**src/rtl/pid_cfg_loader.sv**
```systemverilog
// UART configuration loader for the pid register port: receives 8N1 frames
// (A5, ADDR, DATA_H, DATA_L, CHK), validates them and issues one register write.
//
// Receiver FSM
//   state    | meaning
//   RX_IDLE  | line idle, waiting for a synchronized low
//   RX_START | counting to the start-bit centre, rejecting glitches
//   RX_DATA  | sampling 8 data bits LSB first at bit centres
//   RX_STOP  | sampling the stop bit; 1 delivers the byte, 0 is a framing error
//
// Parser FSM
//   state    | meaning
//   P_HUNT   | waiting for the 0xA5 sync byte, everything else ignored
//   P_ADDR   | next byte is the register address
//   P_DH     | next byte is the data high byte
//   P_DL     | next byte is the data low byte
//   P_CHK    | next byte is the checksum; commit or reject, then HUNT

module pid_cfg_loader #(
  parameter int CLKS_PER_BIT = 16,
  parameter int NUM_REGS     = 4,
  parameter int TIMEOUT_CLKS = 512
) (
  input  logic        clock,
  input  logic        reset,
  input  logic        rx,
  output logic        write_enable,
  output logic [15:0] reg_addr,
  output logic [15:0] reg_data,
  output logic        busy,
  output logic        frame_err,
  output logic [7:0]  err_count
);

  localparam int CW = $clog2(CLKS_PER_BIT);
  localparam int TW = $clog2(TIMEOUT_CLKS);
  localparam logic [CW-1:0] BIT_FULL = CW'(CLKS_PER_BIT - 1);
  localparam logic [CW-1:0] BIT_HALF = CW'(CLKS_PER_BIT / 2 - 1);
  localparam logic [TW-1:0] TMO_LOAD = TW'(TIMEOUT_CLKS - 1);
  localparam logic [8:0]    NUM_REGS_L = 9'(NUM_REGS);
  localparam logic [7:0]    SYNC_BYTE = 8'hA5;

  typedef enum logic [1:0] {
    RX_IDLE,
    RX_START,
    RX_DATA,
    RX_STOP
  } rx_state_t;

  typedef enum logic [2:0] {
    P_HUNT,
    P_ADDR,
    P_DH,
    P_DL,
    P_CHK
  } p_state_t;

  // ---------------------------------------------------------------------------
  // Input synchronizer (idles high so reset never looks like a start bit)
  // ---------------------------------------------------------------------------
  logic rx_meta;
  logic rx_sync;

  always_ff @(posedge clock or negedge reset) begin
    if (!reset) begin
      rx_meta <= 1'b1;
      rx_sync <= 1'b1;
    end else begin
      rx_meta <= rx;
      rx_sync <= rx_meta;
    end
  end

  // ---------------------------------------------------------------------------
  // UART receiver
  // ---------------------------------------------------------------------------
  rx_state_t     rx_state;
  rx_state_t     rx_next;
  logic [CW-1:0] bit_cnt;
  logic [CW-1:0] bit_cnt_next;
  logic [2:0]    bit_idx;
  logic [2:0]    bit_idx_next;
  logic [7:0]    shift_q;
  logic [7:0]    shift_next;
  logic          bv_next;
  logic          fb_next;
  logic          byte_valid;
  logic          frame_bad;
  logic [7:0]    rx_byte;

  always_comb begin
    rx_next      = rx_state;
    bit_cnt_next = bit_cnt;
    bit_idx_next = bit_idx;
    shift_next   = shift_q;
    bv_next      = 1'b0;
    fb_next      = 1'b0;
    case (rx_state)
      RX_IDLE: begin
        if (!rx_sync) begin
          rx_next      = RX_START;
          bit_cnt_next = BIT_HALF;
        end
      end
      RX_START: begin
        if (bit_cnt == '0) begin
          if (rx_sync) begin
            rx_next = RX_IDLE;
          end else begin
            rx_next      = RX_DATA;
            bit_cnt_next = BIT_FULL;
            bit_idx_next = 3'd0;
          end
        end else begin
          bit_cnt_next = bit_cnt - CW'(1);
        end
      end
      RX_DATA: begin
        if (bit_cnt == '0) begin
          shift_next   = {rx_sync, shift_q[7:1]};
          bit_cnt_next = BIT_FULL;
          if (bit_idx == 3'd7) begin
            rx_next = RX_STOP;
          end else begin
            bit_idx_next = bit_idx + 3'd1;
          end
        end else begin
          bit_cnt_next = bit_cnt - CW'(1);
        end
      end
      RX_STOP: begin
        if (bit_cnt == '0) begin
          rx_next = RX_IDLE;
          if (rx_sync) begin
            bv_next = 1'b1;
          end else begin
            fb_next = 1'b1;
          end
        end else begin
          bit_cnt_next = bit_cnt - CW'(1);
        end
      end
      default: rx_next = RX_IDLE;
    endcase
  end

  always_ff @(posedge clock or negedge reset) begin
    if (!reset) begin
      rx_state   <= RX_IDLE;
      bit_cnt    <= '0;
      bit_idx    <= 3'd0;
      shift_q    <= 8'h00;
      byte_valid <= 1'b0;
      frame_bad  <= 1'b0;
      rx_byte    <= 8'h00;
    end else begin
      rx_state   <= rx_next;
      bit_cnt    <= bit_cnt_next;
      bit_idx    <= bit_idx_next;
      shift_q    <= shift_next;
      byte_valid <= bv_next;
      frame_bad  <= fb_next;
      if (bv_next) begin
        rx_byte <= shift_q;
      end
    end
  end

  // ---------------------------------------------------------------------------
  // Frame parser
  // ---------------------------------------------------------------------------
  p_state_t      p_state;
  p_state_t      p_next;
  logic [7:0]    addr_q;
  logic [7:0]    dh_q;
  logic [7:0]    dl_q;
  logic [TW-1:0] tmr;
  logic          chk_ok;
  logic          do_commit;
  logic          do_err;

  assign chk_ok = (rx_byte == (addr_q ^ dh_q ^ dl_q)) && ({1'b0, addr_q} < NUM_REGS_L);

  // Priority: framing error, then a received byte, then timeout. A byte and a
  // timeout in the same cycle resolve as the byte.
  always_comb begin
    p_next    = p_state;
    do_commit = 1'b0;
    do_err    = 1'b0;
    if (frame_bad) begin
      do_err = (p_state != P_HUNT);
      p_next = P_HUNT;
    end else if (byte_valid) begin
      case (p_state)
        P_HUNT: if (rx_byte == SYNC_BYTE) p_next = P_ADDR;
        P_ADDR: p_next = P_DH;
        P_DH:   p_next = P_DL;
        P_DL:   p_next = P_CHK;
        P_CHK: begin
          do_commit = chk_ok;
          do_err    = !chk_ok;
          p_next    = P_HUNT;
        end
        default: p_next = P_HUNT;
      endcase
    end else if ((p_state != P_HUNT) && (tmr == '0)) begin
      do_err = 1'b1;
      p_next = P_HUNT;
    end
  end

  always_ff @(posedge clock or negedge reset) begin
    if (!reset) begin
      p_state <= P_HUNT;
      addr_q  <= 8'h00;
      dh_q    <= 8'h00;
      dl_q    <= 8'h00;
      tmr     <= TMO_LOAD;
    end else begin
      p_state <= p_next;
      if (byte_valid) begin
        case (p_state)
          P_ADDR:  addr_q <= rx_byte;
          P_DH:    dh_q   <= rx_byte;
          P_DL:    dl_q   <= rx_byte;
          default: ;
        endcase
      end
      if (byte_valid || (p_state == P_HUNT)) begin
        tmr <= TMO_LOAD;
      end else if (tmr != '0) begin
        tmr <= tmr - TW'(1);
      end
    end
  end

  // ---------------------------------------------------------------------------
  // Register write port and error reporting
  // ---------------------------------------------------------------------------
  always_ff @(posedge clock or negedge reset) begin
    if (!reset) begin
      write_enable <= 1'b1;
      reg_addr     <= 16'h0000;
      reg_data     <= 16'h0000;
      frame_err    <= 1'b0;
      err_count    <= 8'h00;
    end else begin
      write_enable <= !do_commit;
      frame_err    <= do_err;
      if (do_commit) begin
        reg_addr <= {8'h00, addr_q};
        reg_data <= {dh_q, dl_q};
      end
      if (do_err && (err_count != 8'hFF)) begin
        err_count <= err_count + 8'd1;
      end
    end
  end

  assign busy = (p_state != P_HUNT);

endmodule

```
**config.mk**
```make
export PLATFORM = sky130hd
export DESIGN_NAME = pid_cfg_loader
export DESIGN_NICKNAME = d
export VERILOG_FILES = /design/src/rtl/pid_cfg_loader.sv
export SDC_FILE = /design/constraint.sdc
export NUM_CORES = 1
export LEC_CHECK = 0
export CORE_ASPECT_RATIO = 0.7
export CORE_MARGIN = 5
export CORE_UTILIZATION = 50
export DETAILED_ROUTE_END_ITERATION = 8
export PLACE_DENSITY_LB_ADDON = 0.3
export SLEW_MARGIN = 20
export SYNTH_ARGS = -nofsm -noshare
export SYNTH_HDL_FRONTEND = slang
export SYNTH_SLANG_ARGS = --single-unit
export TNS_END_PERCENT = 30
```
**constraint.sdc**
```tcl
create_clock -name clock -period 2.7 [get_ports clock]
set_clock_uncertainty 0.15 [all_clocks]
set_input_delay 0.405 -clock clock [delete_from_list [all_inputs] [get_ports clock]]
set_output_delay 0.405 -clock clock [all_outputs]
set_load 0.05 [all_outputs]
```
# Word-level counts from Yosys, hierarchy flattened
# Index checks and enable logic that the tools add are counted.
dict set report classes {
  n_addsub 4
  order_cmp 1
  eq_ne 21
  muxes 38
  bitwise 2
  reduce_logical 23
}
# operator n
set op_table {}
lappend op_table {{2-to-1 mux 3 bit} 8}
lappend op_table {{2-to-1 mux 4 bit} 5}
lappend op_table {{2-to-1 mux 9 bit} 2}
lappend op_table {{!= test 2 bit (second input constant)} 8}
lappend op_table {{case mux 4 bit (4 select lines)} 1}
lappend op_table {{bitwise XOR 8 bit} 2}
lappend op_table {{2-to-1 mux 1 bit} 13}
lappend op_table {{2-to-1 mux 2 bit} 6}
lappend op_table {{case mux 3 bit (4 select lines)} 1}
lappend op_table {{AND reduction 2 bit} 5}
lappend op_table {{AND reduction 5 bit} 2}
lappend op_table {{zero test 9 bit} 1}
lappend op_table {{nonzero test 9 bit} 1}
lappend op_table {{subtractor 9 x 1 -> 9 bit (second input constant)} 1}
lappend op_table {{adder 8 x 1 -> 8 bit (second input constant)} 1}
lappend op_table {{== test 8 bit} 1}
lappend op_table {{== test 8 bit (second input constant)} 1}
lappend op_table {{< comparator 8 x 3 -> 1 bit (second input constant)} 1}
lappend op_table {{!= test 8 bit (second input constant)} 1}
lappend op_table {{case mux 2 bit (4 select lines)} 1}
lappend op_table {{== test 3 x 2 -> 1 bit (second input constant)} 2}
lappend op_table {{== test 3 bit (second input constant)} 2}
lappend op_table {{case mux 3 bit (2 select lines)} 1}
lappend op_table {{nonzero test 3 bit} 2}
lappend op_table {{15 further kinds} 20}
dict set report word_totals {
  ff_bits 99
  in_bits 3
}

# Depth between registers and ports, before layout
dict set report depth {
  word_depth 9
  mapped_depth 8
  mapped_depth_nobuf 8
}

# Worst setup path after synthesis
# No wires, ideal clock.
dict set report synth_timing {
  path_type {register to register}
  startpoint {register tmr[0]}
  endpoint {register err_count[1]}
  setup_time_ps 125
  t_arrival_ps 2058
  slack_ps 367
  stages_incl_launch_ff 9
  synth_period_minus_slack_ps 2333
  cell_sequence {dfstp_2 -> inv_1 -> ha_1 -> or4b_4 -> nor3_4 -> nand2_1 -> a22oi_4 -> nand3_1 -> mux2_2}
}
dict set report synth_between {
  elab_chain_len 6
}
# item line_no
set synth_rtl {}
lappend synth_rtl {{start: declaration} 177} ;# logic [TW-1:0] tmr;
lappend synth_rtl {{start signal: assignment} 232} ;# tmr <= tmr - TW'(1);
lappend synth_rtl {{zero test 9 bit} 206} ;# end else if ((p_state != P_HUNT) && (tmr == '0)) begin
lappend synth_rtl {{logical AND 1 bit} 206}
lappend synth_rtl {{2-to-1 mux 1 bit} 206}
lappend synth_rtl {{2-to-1 mux 1 bit} 193} ;# end else if (byte_valid) begin
lappend synth_rtl {{2-to-1 mux 1 bit} 190} ;# if (frame_bad) begin
lappend synth_rtl {{logical AND 1 bit} 254} ;# if (do_err && (err_count != 8'hFF)) begin
lappend synth_rtl {{end signal: assignment} 255} ;# err_count <= err_count + 8'd1;
lappend synth_rtl {{end: declaration} 32} ;# output logic [7:0] err_count
# Every way passes these cells.
# A chain may end at the register's enable or synchronous reset.

# Worst setup path in the final report
# Ends and elaborated chain as after synthesis.

==> out/qor.csv <==
metric,value,unit
routability-driven placement congestion ratio,0.794,
All-Layer GR Usage,15.5,%
Reg-to-Reg Start,tmr[0]$_DFFE_PN1P_,
Finished Layout Cells,543,
number of flops mapped to enable cells by yosys,0,
via count,2804,
hold-fix buffer count after cts,1,
register area share after synthesis,54.5,%
Detailed Routing Iterations Pass 1,4,
Resize count post-CTS,0,
Slew HR,57.7,%
Placeable Area,0.00900,mm²
largest net degree at the start of global routing,42,
clock slew seen by the registers of the worst setup and hold paths,0.06,ns
startpoint type of the worst setup path,flop,
Gate power share,14.9,%
CTS tree,done,
hold worst-path end,rx_sync$_DFF_PN1_,
Yosys reg bits,99,
layout net count,428,
vias in the first global route,2799,
worst hold path class,flop to flop,
antenna cells,0,
DRC,0,
first-pass GRT wire length,14300,µm
WHS Path Cells,0,
post-layout min period,2.55,ns
most frequent cells in the layout,"dfrtp_1, mux2_2, clkdlybuf4s50_1, xnor2_1",
setup slack after placement,0.199,ns
max cap viols,0,
Post-CTS Setup Bufs,0,
Ys Warns,0,
Pwr Density,602,mW/mm²
initial DRC count,196,
total CTS buffers,9,
placed cells,526,
grt total ovfl,0,
Initial Utilization,50.8,%
DR WL/cell,15.0,µm
final hold vios,0,
Worst-Skew Late Latency,0.34,ns
chip height,90.0,µm
Gate Count Post-Synth,361,
worst hold slack,0.207,ns
r2r worst-path depth,8,
Post-Syn Area,0.00457,mm²
Netlist cell types,43,
Setup Total Neg Slack,0,ns
switching share of power,27.3,%
Rows,29,
die area,0.0112,mm²
Final Cycle Share,94.3,%
status,completed,
Detailed Place HPWL,5890,µm
IO Port Bufs,37,
net switching power,888,µW
Int Pwr,2.36,mW
H-tree lvl count,3,
kind of critical path,flop to flop,
clock tree buffer depth,2,
measured slew at the worst slew-check pin,0.631,ns
sequential share of power,49.9,%
fillers,732,
worst-path maximum fanout,8,
"antenna viol nets, final",0,
initial antenna violation count,0,
Fmax,393,MHz
DIE WIDTH,124,µm
Layout area overhead,17.9,%
io pins,46,
hold_sp,rx_meta$_DFF_PN1_,
"Slew Viols, Final",0,
setup violators final,0,
Crit. End Element,flop,
most used flip-flop cell after synthesis,dfrtp_1,
drt total wl,8160,µm
Lkg Pwr,2.55,nW
Root Buffer,clkbuf_16,
"setup slack, reg-to-reg",0.15,ns
layout cells sized above 1,24.8,%
syn avg cell area,12.7,µm²
VDD IR-drop max,0.417,mV
clock sink total,99,
Clock power frac,35.2,%
RSZ-0062 raised after global routing,false,
Async SR Flop Fraction,100,%
Vias per Instance,5.16,
worst setup margin,0.154,ns
post-layout util,60.0,%
Worst EP arrival,2.62,ns
reg2reg end,err_count[1]$_DFFE_PN0P_,
"most common cell after layout, fill and taps aside",dfrtp_1,
WP data required,2.77,ns
## cells by family (layout without fill, tap and decap cells)
family,after synthesis,after routing,share of synthesized area (%)
muxes,60,60,15.9
other,1,8,0.0820
adders and majority gates,11,11,3.01
and+or+nand+nor,95,95,11.7
buffers and inverters,28,79,3.72
AOI/OAI and AO/OA,37,37,5.01
DFF,99,99,54.5
xor gates and xnor gates,30,30,6.04
## routing by layer
metal  up-vias  global-route usage, %  wire length [µm]
met2        51                   22.2              3540
li1       1356                      -                 -
met3         5                   5.09               334
met5         -                      0                 0
met4         0                   4.38                62
met1      1392                   22.3              4220
## synth_stat cells (4+ instances only)
master | number | area [µm²]
a21oi_1 | 13 | 65.1
a31oi_1 | 4 | 25.0
and3_1 | 7 | 43.8
buf_4 | 8 | 60.1
clkbuf_1 | 5 | 18.8
dfrtp_1 | 87 | 2180
dfstp_2 | 12 | 315
ha_1 | 11 | 138
inv_1 | 12 | 45.0
mux2_2 | 46 | 518
mux2_4 | 14 | 210
nand2_1 | 17 | 63.8
nand3_1 | 8 | 40.0
nand4_1 | 4 | 25.0
nor2_1 | 17 | 63.8
nor2b_1 | 9 | 56.3
nor3_1 | 7 | 35.0
nor4_1 | 5 | 31.3
nor4bb_1 | 4 | 40.0
o21ai_0 | 13 | 65.1
xnor2_1 | 23 | 201
xor2_1 | 6 | 52.6
## per-stage QoR
| step | power, mW | area, µm² |
|---|---|---|
| finish | 3.25 | 5400 |
| global route | 3.46 | 5400 |
| CTS | 3.29 | 5400 |
| detailed placement | 2.13 | 5120 |
| global placement | 2.10 | 5120 |
| floorplan | 1.99 | 4600 |
## power groups by stage
| stage | Combinational (mW) | Clock (mW) | Sequential, mW |
|---|---|---|---|
| 4_1_cts | 0.488 | 1.18 | 1.62 |
| 2_1_floorplan | 0.363 | 0 | 1.63 |
| 3_5_place_dp | 0.484 | 0 | 1.65 |
| 5_1_grt | 0.560 | 1.27 | 1.63 |
| 6_report | 0.484 | 1.14 | 1.62 |
| 3_3_place_gp | 0.460 | 0 | 1.64 |
## registers in the layout (all words and copies together), names as in the netlist, 3 cells and up, named ones only
name / cells
addr_q: 8
bit_cnt: 4
bit_idx: 3
dh_q: 8
dl_q: 8
err_count: 8
p_state: 3
reg_addr: 8
reg_data: 16
rx_byte: 8
shift_q: 8
tmr: 9
## area by class of cell
| cell class | instances | area, µm² | area share [%] |
|---|---|---|---|
| Multi-Input combinational cell | 241 | 1940 | 35.9 |
| Clock buffer | 12 | 236 | 4.38 |
| Clock inverter | 4 | 27.5 | 0.510 |
| Tap cell | 124 | 155 | 2.88 |
| Timing Repair Buffer | 51 | 500 | 9.28 |
| Sequential cell | 99 | 2490 | 46.2 |
| Inverter | 12 | 45.0 | 0.835 |
## how the worst max path moves through the flow
stage | start | endpoint | slack [ns] | depth (start not counted)
after detailed placement | tmr[0]$_DFFE_PN1P_ | err_count[1]$_DFFE_PN0P_ | 0.20 | 8
final | tmr[0]$_DFFE_PN1P_ | err_count[1]$_DFFE_PN0P_ | 0.15 | 8
after global placement | tmr[0]$_DFFE_PN1P_ | err_count[1]$_DFFE_PN0P_ | 0.28 | 8
after floorplan | tmr[0]$_DFFE_PN1P_ | err_count[1]$_DFFE_PN0P_ | 0.37 | 8
after CTS | p_state[0]$_DFFE_PN0P_ | busy | 0.16 | 4
after global routing | tmr[0]$_DFFE_PN1P_ | err_count[1]$_DFFE_PN0P_ | 0.03 | 8
## worst max-delay path: stages (launching register included)
cell and delay, ns:
dfstp_2 0.37, inv_1 0.08, ha_1 0.18, or4b_4 0.49, nor3_4 0.30, nand2_1 0.14, a22oi_4 0.25, nand3_1 0.17
mux2_2 0.30
Note: power is estimated with default switching activity, not from simulation.
